File: config.mk
export PLATFORM = sky130hd
export DESIGN_NAME = mole_scheduler
export DESIGN_NICKNAME = d
export VERILOG_FILES = /design/src/rtl/mole_scheduler.sv
export SDC_FILE = /design/constraint.sdc
export NUM_CORES = 1
export LEC_CHECK = 0
export CORE_ASPECT_RATIO = 0.8
export CORE_UTILIZATION = 60
export CTS_BUF_LIST = sky130_fd_sc_hd__clkbuf_2 sky130_fd_sc_hd__clkbuf_4 sky130_fd_sc_hd__clkbuf_8
export CTS_CLUSTER_DIAMETER = 120
export DETAILED_ROUTE_END_ITERATION = 7
export PLACE_DENSITY = 0.79
export SLEW_MARGIN = 10
export SYNTH_ARGS = -nofsm -noshare
export SYNTH_HDL_FRONTEND = slang
export SYNTH_SLANG_ARGS = --single-unit
File: constraint.sdc
create_clock -name clk -period 5.65 [get_ports clk]
set_clock_uncertainty 0.2 [all_clocks]
set_input_delay 1.4125 -clock clk [delete_from_list [all_inputs] [get_ports clk]]
set_output_delay 1.4125 -clock clk [all_outputs]
set_load 0.02 [all_outputs]
File: src/rtl/mole_scheduler.sv
// Whack-a-mole sequencer: picks the next hole, times the gap and up windows,
// classifies presses as hits or misses and ramps difficulty by shortening up-time.
module mole_scheduler #(
   parameter int unsigned UP_BASE        = 32'd50000000,
   parameter int unsigned UP_STEP        = 32'd5000000,
   parameter int unsigned UP_MIN         = 32'd10000000,
   parameter int unsigned GAP_CYCLES     = 32'd25000000,
   parameter int unsigned HITS_PER_LEVEL = 32'd5,
   parameter int unsigned MAX_LEVEL      = 32'd7,
   parameter logic [15:0] LFSR_SEED      = 16'hACE1
) (
   input  logic       clk,
   input  logic       reset,
   input  logic       enable,
   input  logic [3:0] hit,
   output logic [3:0] mole,
   output logic       hit_ok,
   output logic       miss,
   output logic [2:0] level,
   output logic [1:0] state
);

   typedef enum logic [1:0] {
      S_IDLE = 2'b00,
      S_GAP  = 2'b01,
      S_UP   = 2'b10
   } state_t;

   localparam logic [2:0] LEVEL_MAX = 3'(MAX_LEVEL);

   state_t      r_state;
   logic [31:0] r_count;
   logic [31:0] r_hits;
   logic [1:0]  r_prevHole;
   logic [15:0] r_lfsr;
   logic [3:0]  r_mole;
   logic        r_hitOk;
   logic        r_miss;
   logic [2:0]  r_level;

   logic        w_feedback;
   logic [1:0]  w_hole;
   logic        w_litHit;
   logic [31:0] w_hitsNext;
   logic [31:0] w_stepTotal;
   logic [31:0] w_upTime;

   assign w_feedback  = r_lfsr[0] ^ r_lfsr[2] ^ r_lfsr[3] ^ r_lfsr[5];
   assign w_hole      = (r_lfsr[1:0] == r_prevHole) ? r_lfsr[1:0] + 2'd1 : r_lfsr[1:0];
   assign w_litHit    = |(hit & r_mole);
   assign w_hitsNext  = r_hits + 32'd1;

   // Clamp to UP_MIN before subtracting so the 32-bit difference never wraps
   assign w_stepTotal = 32'(r_level) * UP_STEP;
   assign w_upTime    = (w_stepTotal >= UP_BASE || (UP_BASE - w_stepTotal) < UP_MIN) ?
                        UP_MIN : UP_BASE - w_stepTotal;

   always_ff @(posedge clk or posedge reset) begin
      if (reset) begin
         r_state    <= S_IDLE;
         r_count    <= 32'd0;
         r_hits     <= 32'd0;
         r_prevHole <= 2'd0;
         r_lfsr     <= LFSR_SEED;
         r_mole     <= 4'd0;
         r_hitOk    <= 1'b0;
         r_miss     <= 1'b0;
         r_level    <= 3'd0;
      end else begin
         r_lfsr  <= {w_feedback, r_lfsr[15:1]};
         r_hitOk <= 1'b0;
         r_miss  <= 1'b0;
         if (!enable) begin
            r_state <= S_IDLE;
            r_mole  <= 4'd0;
         end else begin
            case (r_state)
               S_IDLE: begin
                  r_state <= S_GAP;
                  r_count <= GAP_CYCLES;
                  r_level <= 3'd0;
                  r_hits  <= 32'd0;
               end
               S_GAP: begin
                  if (r_count <= 32'd1) begin
                     r_state    <= S_UP;
                     r_count    <= w_upTime;
                     r_mole     <= 4'b0001 << w_hole;
                     r_prevHole <= w_hole;
                  end else begin
                     r_count <= r_count - 32'd1;
                  end
               end
               S_UP: begin
                  // A lit-hole press wins over timeout and over any wrong press
                  if (w_litHit) begin
                     r_hitOk <= 1'b1;
                     r_mole  <= 4'd0;
                     r_state <= S_GAP;
                     r_count <= GAP_CYCLES;
                     if (w_hitsNext >= HITS_PER_LEVEL) begin
                        r_hits <= 32'd0;
                        if (r_level != LEVEL_MAX) begin
                           r_level <= r_level + 3'd1;
                        end
                     end else begin
                        r_hits <= w_hitsNext;
                     end
                  end else if (r_count <= 32'd1) begin
                     r_miss  <= 1'b1;
                     r_mole  <= 4'd0;
                     r_state <= S_GAP;
                     r_count <= GAP_CYCLES;
                  end else begin
                     r_count <= r_count - 32'd1;
                     if (hit != 4'd0) begin
                        r_miss <= 1'b1;
                     end
                  end
               end
               default: begin
                  r_state <= S_IDLE;
                  r_mole  <= 4'd0;
               end
            endcase
         end
      end
   end

   assign mole   = r_mole;
   assign hit_ok = r_hitOk;
   assign miss   = r_miss;
   assign level  = r_level;
   assign state  = r_state;

endmodule

==> impl_metrics.json, run 1 <==
{
  "layout_commonest_cell": "dfrtp_1",
  "num_vias": 5464,
  "synth_edf_count": 0,
  "ant_nets": 0,
  "yosysWarnings": 0,
  "fin_area_um2": 6412,
  "slew_headroom": 0.3540,
  "avgSynthCellArea_um2": 8.661,
  "async_reset_ff_frac": 1.000,
  "ff2ff_setup_slack_ns": 1.0,
  "ir_worst_vdd_mv": 0.2358,
  "status": "completed",
  "n_antenna_cell": 0,
  "cts_hold_buf": 0,
  "grt_pass1_vias": 4909,
  "ff2ff_path_depth": 12,
  "cts_root_buf": "clkbuf_8",
  "powerDensity_nw_per_um2": 360.9,
  "cts_tree": "done",
  "overflow": 0,
  "power_mw": 2.314,
  "core_um2": 9649,
  "clk_latency_ns": 0.39,
  "post_cts_buffers": 0,
  "drt-initial-drc-count": 669,
  "leakage_nw": 2.599,
  "finalHoldViolCount": 0,
  "ys.flop_type": "dfrtp_1",
  "dpl.cell_count": 821,
  "start_kind": "flop",
  "die_x_um": 113.7,
  "avgViaCountPerCell": 6.528,
  "final_cell_mix": "dfrtp_1 (85), nand2_1 (63), o21ai_0 (60), nor2_1 (53), a21oi_1 (46)",
  "drt_first_pass_iters": 6,
  "drc": 0,
  "grt_pass1_wl_um": 24630,
  "synthCells": 691,
  "grt_use_total": 0.3063,
  "cp-end-kind": "flop",
  "grt_max_degree": 54,
  "min_period_ns": 4.654,
  "drv_cap": 0,
  "dpl.hpwl_um": 11040,
  "fin_hold_ws_ns": 0.1582,
  "wl_um": 15470,
  "crit_required_ns": 5.69,
  "io_pins": 18,
  "start_util": 0.6202,
  "r2r-start": "level[2]",
  "crit_arrival_ns": 4.70,
  "tns_ns": 0,
  "clk_path_buf_depth": 2,
  "layout.cells.non_filler": 837,
  "r2r_end": "r_count[12]",
  "place_area_um2": 6242,
  "hp-class": "reg -> reg",
  "cts_buffers": 9,
  "path_class": "reg -> reg",
  "die-area_um2": 10380,
  "synthDistinctLibCells": 63,
  "rsz0062_at_grt": "false",
  "worstSetupStartpoint": "level[2]",
  "seq_area_frac_synth": 0.3905,
  "setup-violations-final": 0,
  "gp_congestion": 0.9883,
  "wl_per_cell_um": 18.48,
  "slew_violations": 0,
  "num_rows": 32,
  "syn_nets": 722,
  "tightest_slew_ns": 0.9616,
  "htree_levels": 3,
  "cts.repair.resized": 0,
  "synth-seq-cells": 93,
  "clkSinkCount": 93,
  "nets": 727,
  "fmax_mhz": 214.9,
  "crit_path_max_fanout": 20,
  "die_h_um": 91.33,
  "syn_area_um2": 5984,
  "cp-endpoint": "r_count[12]",
  "port_buffers": 17,
  "n_fill_cell": 821,
  "antenna_found_initial": 0,
  "area.growth.synth_to_final_pct": 7.150,
  "finalCritPeriodShare": 0.8238,
  "clk_pin_slew_ns": 0.09,
  "drive_above_1_share": 0.06419
}
[state kept, by name, summed over array words and instances (netlist names)]
name / count
level: 3
state: 2
r_hits: 32
hit_ok: 1
r_prevHole: 2
miss: 1
mole: 4
r_lfsr: 16
r_count: 32
[report_power, final]
group | leakage [nW] | total [mW] | internal, mW | switching, mW
combinational | 1.29 | 1.03 | 0.359 | 0.669
sequential | 1.22 | 0.868 | 0.746 | 0.122
clock | 0.0939 | 0.418 | 0.162 | 0.257
[final cells by class]
cell class,count,area [µm²],area share
sequential,93,2337,0.3645
multi-input combinational,550,3447,0.5376
inverter,19,72.57,0.01132
clock buffer,9,123.9,0.01932
timing repair buffer,23,215.2,0.03356
tap,136,170.2,0.02654
clock inverter,7,46.29,0.007220
[through the flow]
step	util	setup WS, ns
6_report	0.6645	0.9958
4_1_cts	0.6645	1.095
5_1_grt	0.6645	0.6289
3_5_place_dp	0.6469	1.122
3_3_place_gp	0.6469	1.218
2_1_floorplan	-	1.383
[synth_stat cells (all sizes together), types with 3 or more instances]
cell | n | area share
nor2 | 53 | 0.033
a211oi | 6 | 0.0075
o21ai | 62 | 0.052
nand2 | 63 | 0.040
or3 | 9 | 0.0094
o211ai | 4 | 0.0050
nand2b | 4 | 0.0042
mux2i | 6 | 0.010
a41oi | 7 | 0.010
a22oi | 5 | 0.0063
o21a | 7 | 0.0088
inv | 18 | 0.011
nand3 | 26 | 0.022
buf | 7 | 0.0077
nor2b | 5 | 0.0052
nor4 | 12 | 0.014
o22ai | 9 | 0.0094
nand4 | 14 | 0.015
xnor2 | 26 | 0.038
clkbuf | 22 | 0.014
and2 | 32 | 0.033
nor3 | 28 | 0.023
and3 | 12 | 0.014
nand4b | 3 | 0.0044
ha | 22 | 0.046
dfrtp | 85 | 0.36
or4 | 9 | 0.011
dfstp | 8 | 0.035
a21o | 4 | 0.0050
a31oi | 14 | 0.015
xor2 | 8 | 0.013
o31a | 3 | 0.0044
o31ai | 10 | 0.013
and4 | 5 | 0.0073
nand3b | 3 | 0.0038
a21oi | 46 | 0.038
or2 | 4 | 0.0042
o41ai | 4 | 0.0071
a2111oi | 3 | 0.0044
[layer usage]
layer  global-route usage  wire length (µm)
met5                    0                 0
met2               0.4182              6486
met4               0.1096               350
met1               0.4577              7145
met3              0.08611              1487
[cell families after synthesis]
kind of cell             synth area share
AO/OA/AOI/OAI                      0.2072
buffers and inverters             0.03345
flip-flops                         0.3905
XOR/XNOR                          0.05102
AND/OR/NAND/NOR                    0.2513
adder cells (fa/ha/maj)           0.05269
multiplexers                      0.01380
[critical path: stages, from the launching register on]
cell and delay, ns:
dfrtp_1 0.82, ha_1 0.42, ha_1 0.24, fa_1 0.20
nand2_1 0.05, o21ai_0 0.20, nand3_1 0.23, o31ai_1 0.72
and3_1 0.28, nor3b_2 0.06, o21ai_1 0.58, and2_1 0.36
a41oi_1 0.14
[worst min-delay path by stage]
| stage | slack [ns] | cells after the start | start | endpoint |
|---|---|---|---|---|
| CTS | 0.16 | 0 | r_lfsr[14] | r_lfsr[13] |
| finish | 0.16 | 0 | r_lfsr[14] | r_lfsr[13] |
| global placement | 0.13 | 0 | r_lfsr[4] | r_lfsr[3] |
| detailed placement | 0.14 | 0 | r_lfsr[4] | r_lfsr[3] |
| global route | 0.17 | 0 | r_lfsr[6] | r_lfsr[5] |
| floorplan | 0.13 | 0 | r_lfsr[4] | r_lfsr[3] |
Note: power is estimated with default switching activity, not from simulation.
==> run 2, diff against run 1 <==
- clock period: 5.65 -> 4.55 ns (I/O delays scaled with it)
==> run 2 against run 1 <==
Die area did not move. Power grew 29%. Core utilization increased by 1.5 points. Sequential share of layout area shrank 0.78 points. Flip-flop and latch count stayed put. Worst setup slack got worse by 0.77 ns. Critical path type unchanged. Non-clock buffer count up 13. Highest routed layer unchanged.
==> impl_metrics.json, run 2 (same netlist as run 1, synthesis figures left out) <==
{
  "ant_nets": 0,
  "status": "completed",
  "num_rows": 32,
  "area.growth.synth_to_final_pct": 9.555,
  "cts_buffers": 9,
  "drt_first_pass_iters": 6,
  "rsz0062_at_grt": "false",
  "tightest_slew_ns": 0.8013,
  "crit_path_max_fanout": 8,
  "clk_path_buf_depth": 2,
  "fmax_mhz": 231.3,
  "dpl.hpwl_um": 11290,
  "grt_pass1_vias": 5097,
  "grt_use_total": 0.3174,
  "gp_congestion": 1.016,
  "slew_headroom": 0.4658,
  "hp-class": "reg -> reg",
  "reg_top3": "r_count: 32 flops, r_hits: 32 flops, r_lfsr: 16 flops",
  "layout_commonest_cell": "dfrtp_1",
  "min_period_ns": 4.324,
  "leakage_nw": 2.674,
  "crit_required_ns": 4.61,
  "ff2ff_setup_slack_ns": 0.23,
  "final_cell_mix": "dfrtp_1 (84), nand2_1 (63), o21ai_0 (60), nor2_1 (53), a21oi_1 (46)",
  "io_pins": 18,
  "ir_worst_vdd_mv": 0.2425,
  "grt_max_degree": 50,
  "grt_pass1_wl_um": 25760,
  "htree_levels": 3,
  "cts_tree": "done",
  "die_h_um": 91.33,
  "drv_cap": 0,
  "powerDensity_nw_per_um2": 456.2,
  "path_class": "reg -> reg",
  "num_vias": 5593,
  "antenna_found_initial": 0,
  "finalCritPeriodShare": 0.9502,
  "port_buffers": 17,
  "drive_above_1_share": 0.08263,
  "core_um2": 9649,
  "avgViaCountPerCell": 6.580,
  "drt-initial-drc-count": 552,
  "setup-violations-final": 0,
  "wl_um": 15740,
  "dpl.cell_count": 834,
  "nets": 740,
  "n_fill_cell": 793,
  "drc": 0,
  "cts_hold_buf": 0,
  "finalHoldViolCount": 0,
  "overflow": 0,
  "die-area_um2": 10380,
  "clk_pin_slew_ns": 0.09,
  "wl_per_cell_um": 18.52,
  "cts_root_buf": "clkbuf_8",
  "slew_violations": 0,
  "n_antenna_cell": 0,
  "start_kind": "flop",
  "clk_latency_ns": 0.38,
  "die_x_um": 113.7,
  "clkSinkCount": 93,
  "layout.cells.non_filler": 850,
  "crit_arrival_ns": 4.39,
  "cp-end-kind": "flop",
  "tns_ns": 0,
  "start_util": 0.6202
}
==> run 2: cell types whose count changed in the layout (fill, tap and decap cells not counted), sizes merged <==
cell / previous run / this run
clkinvlp: 0 / 1
bufinv: 0 / 1
buf: 6 / 19
clkbuf: 9 / 10
clkinv: 6 / 3
==> run 2: layout make-up <==
class,instances,area (µm²),share of cell area
Clock buffer,10,131.4,0.02004
Tap cell,136,170.2,0.02595
Clock inverter,6,71.32,0.01088
Multi-Input combinational cell,550,3447,0.5258
Inverter,19,72.57,0.01107
Sequential cell,93,2338,0.3567
Timing Repair Buffer,36,325.3,0.04962
==> run 2: per-stage QoR <==
step	power, mW	cell area, µm²	hold slack, ns	setup slack, ns	util
after floorplan	1.965	5984	0.1312	0.2831	-
final	2.991	6556	0.1617	0.2265	0.6795
after global placement	2.329	6352	0.1364	0.3570	0.6583
after global routing	3.163	6556	0.1664	0.08117	0.6795
after detailed placement	2.368	6352	0.1363	0.2155	0.6583
after CTS	2.957	6555	0.1631	0.2008	0.6793
==> run 2: power breakdown <==
group,internal (mW),switching [mW],total [mW]
Sequential,0.927,0.162,1.09
Clock,0.267,0.318,0.585
Combinational,0.475,0.842,1.32
Total,1.67,1.32,2.99
==> run 2: worst paths after layout <==
check                           cells after the start     endpoint       start
worst max-delay path                               13  r_count[17]    level[0]
worst min-delay path                                0   r_lfsr[13]  r_lfsr[14]
worst max register to register                     13  r_count[17]    level[0]
worst min register to register                      0   r_lfsr[13]  r_lfsr[14]
max in group asynchronous                           3   r_hits[24]       reset
min in group asynchronous                           2      mole[3]       reset
==> run 2: repair_timing <==
action / CTS / global route
setup buffers: 0 / 0
gates resized for setup: 0 / 1
endpoints found under the setup margin: 0 / 2
endpoints found under the hold margin: 0 / 0
==> run 2: per-layer routing <==
layer,GRT usage,up-vias,part of all wire
li1,-,2583,-
met1,0.4584,2669,0.45
met2,0.4675,297,0.43
met3,0.06742,44,0.092
met4,0.1151,0,0.025
met5,0,-,0
==> run 2: critical path, cell delays in order (launching register included) <==
cell and delay, ns:
dfrtp_2 0.47, inv_1 0.22, ha_1 0.35, ha_1 0.26, fa_1 0.40, inv_1 0.09
o211ai_1 0.16, or4_1 0.44, and3_4 0.20, o41a_1 0.41, nor3b_2 0.22, o21ai_1 0.21
and2_1 0.30, a41o_1 0.27
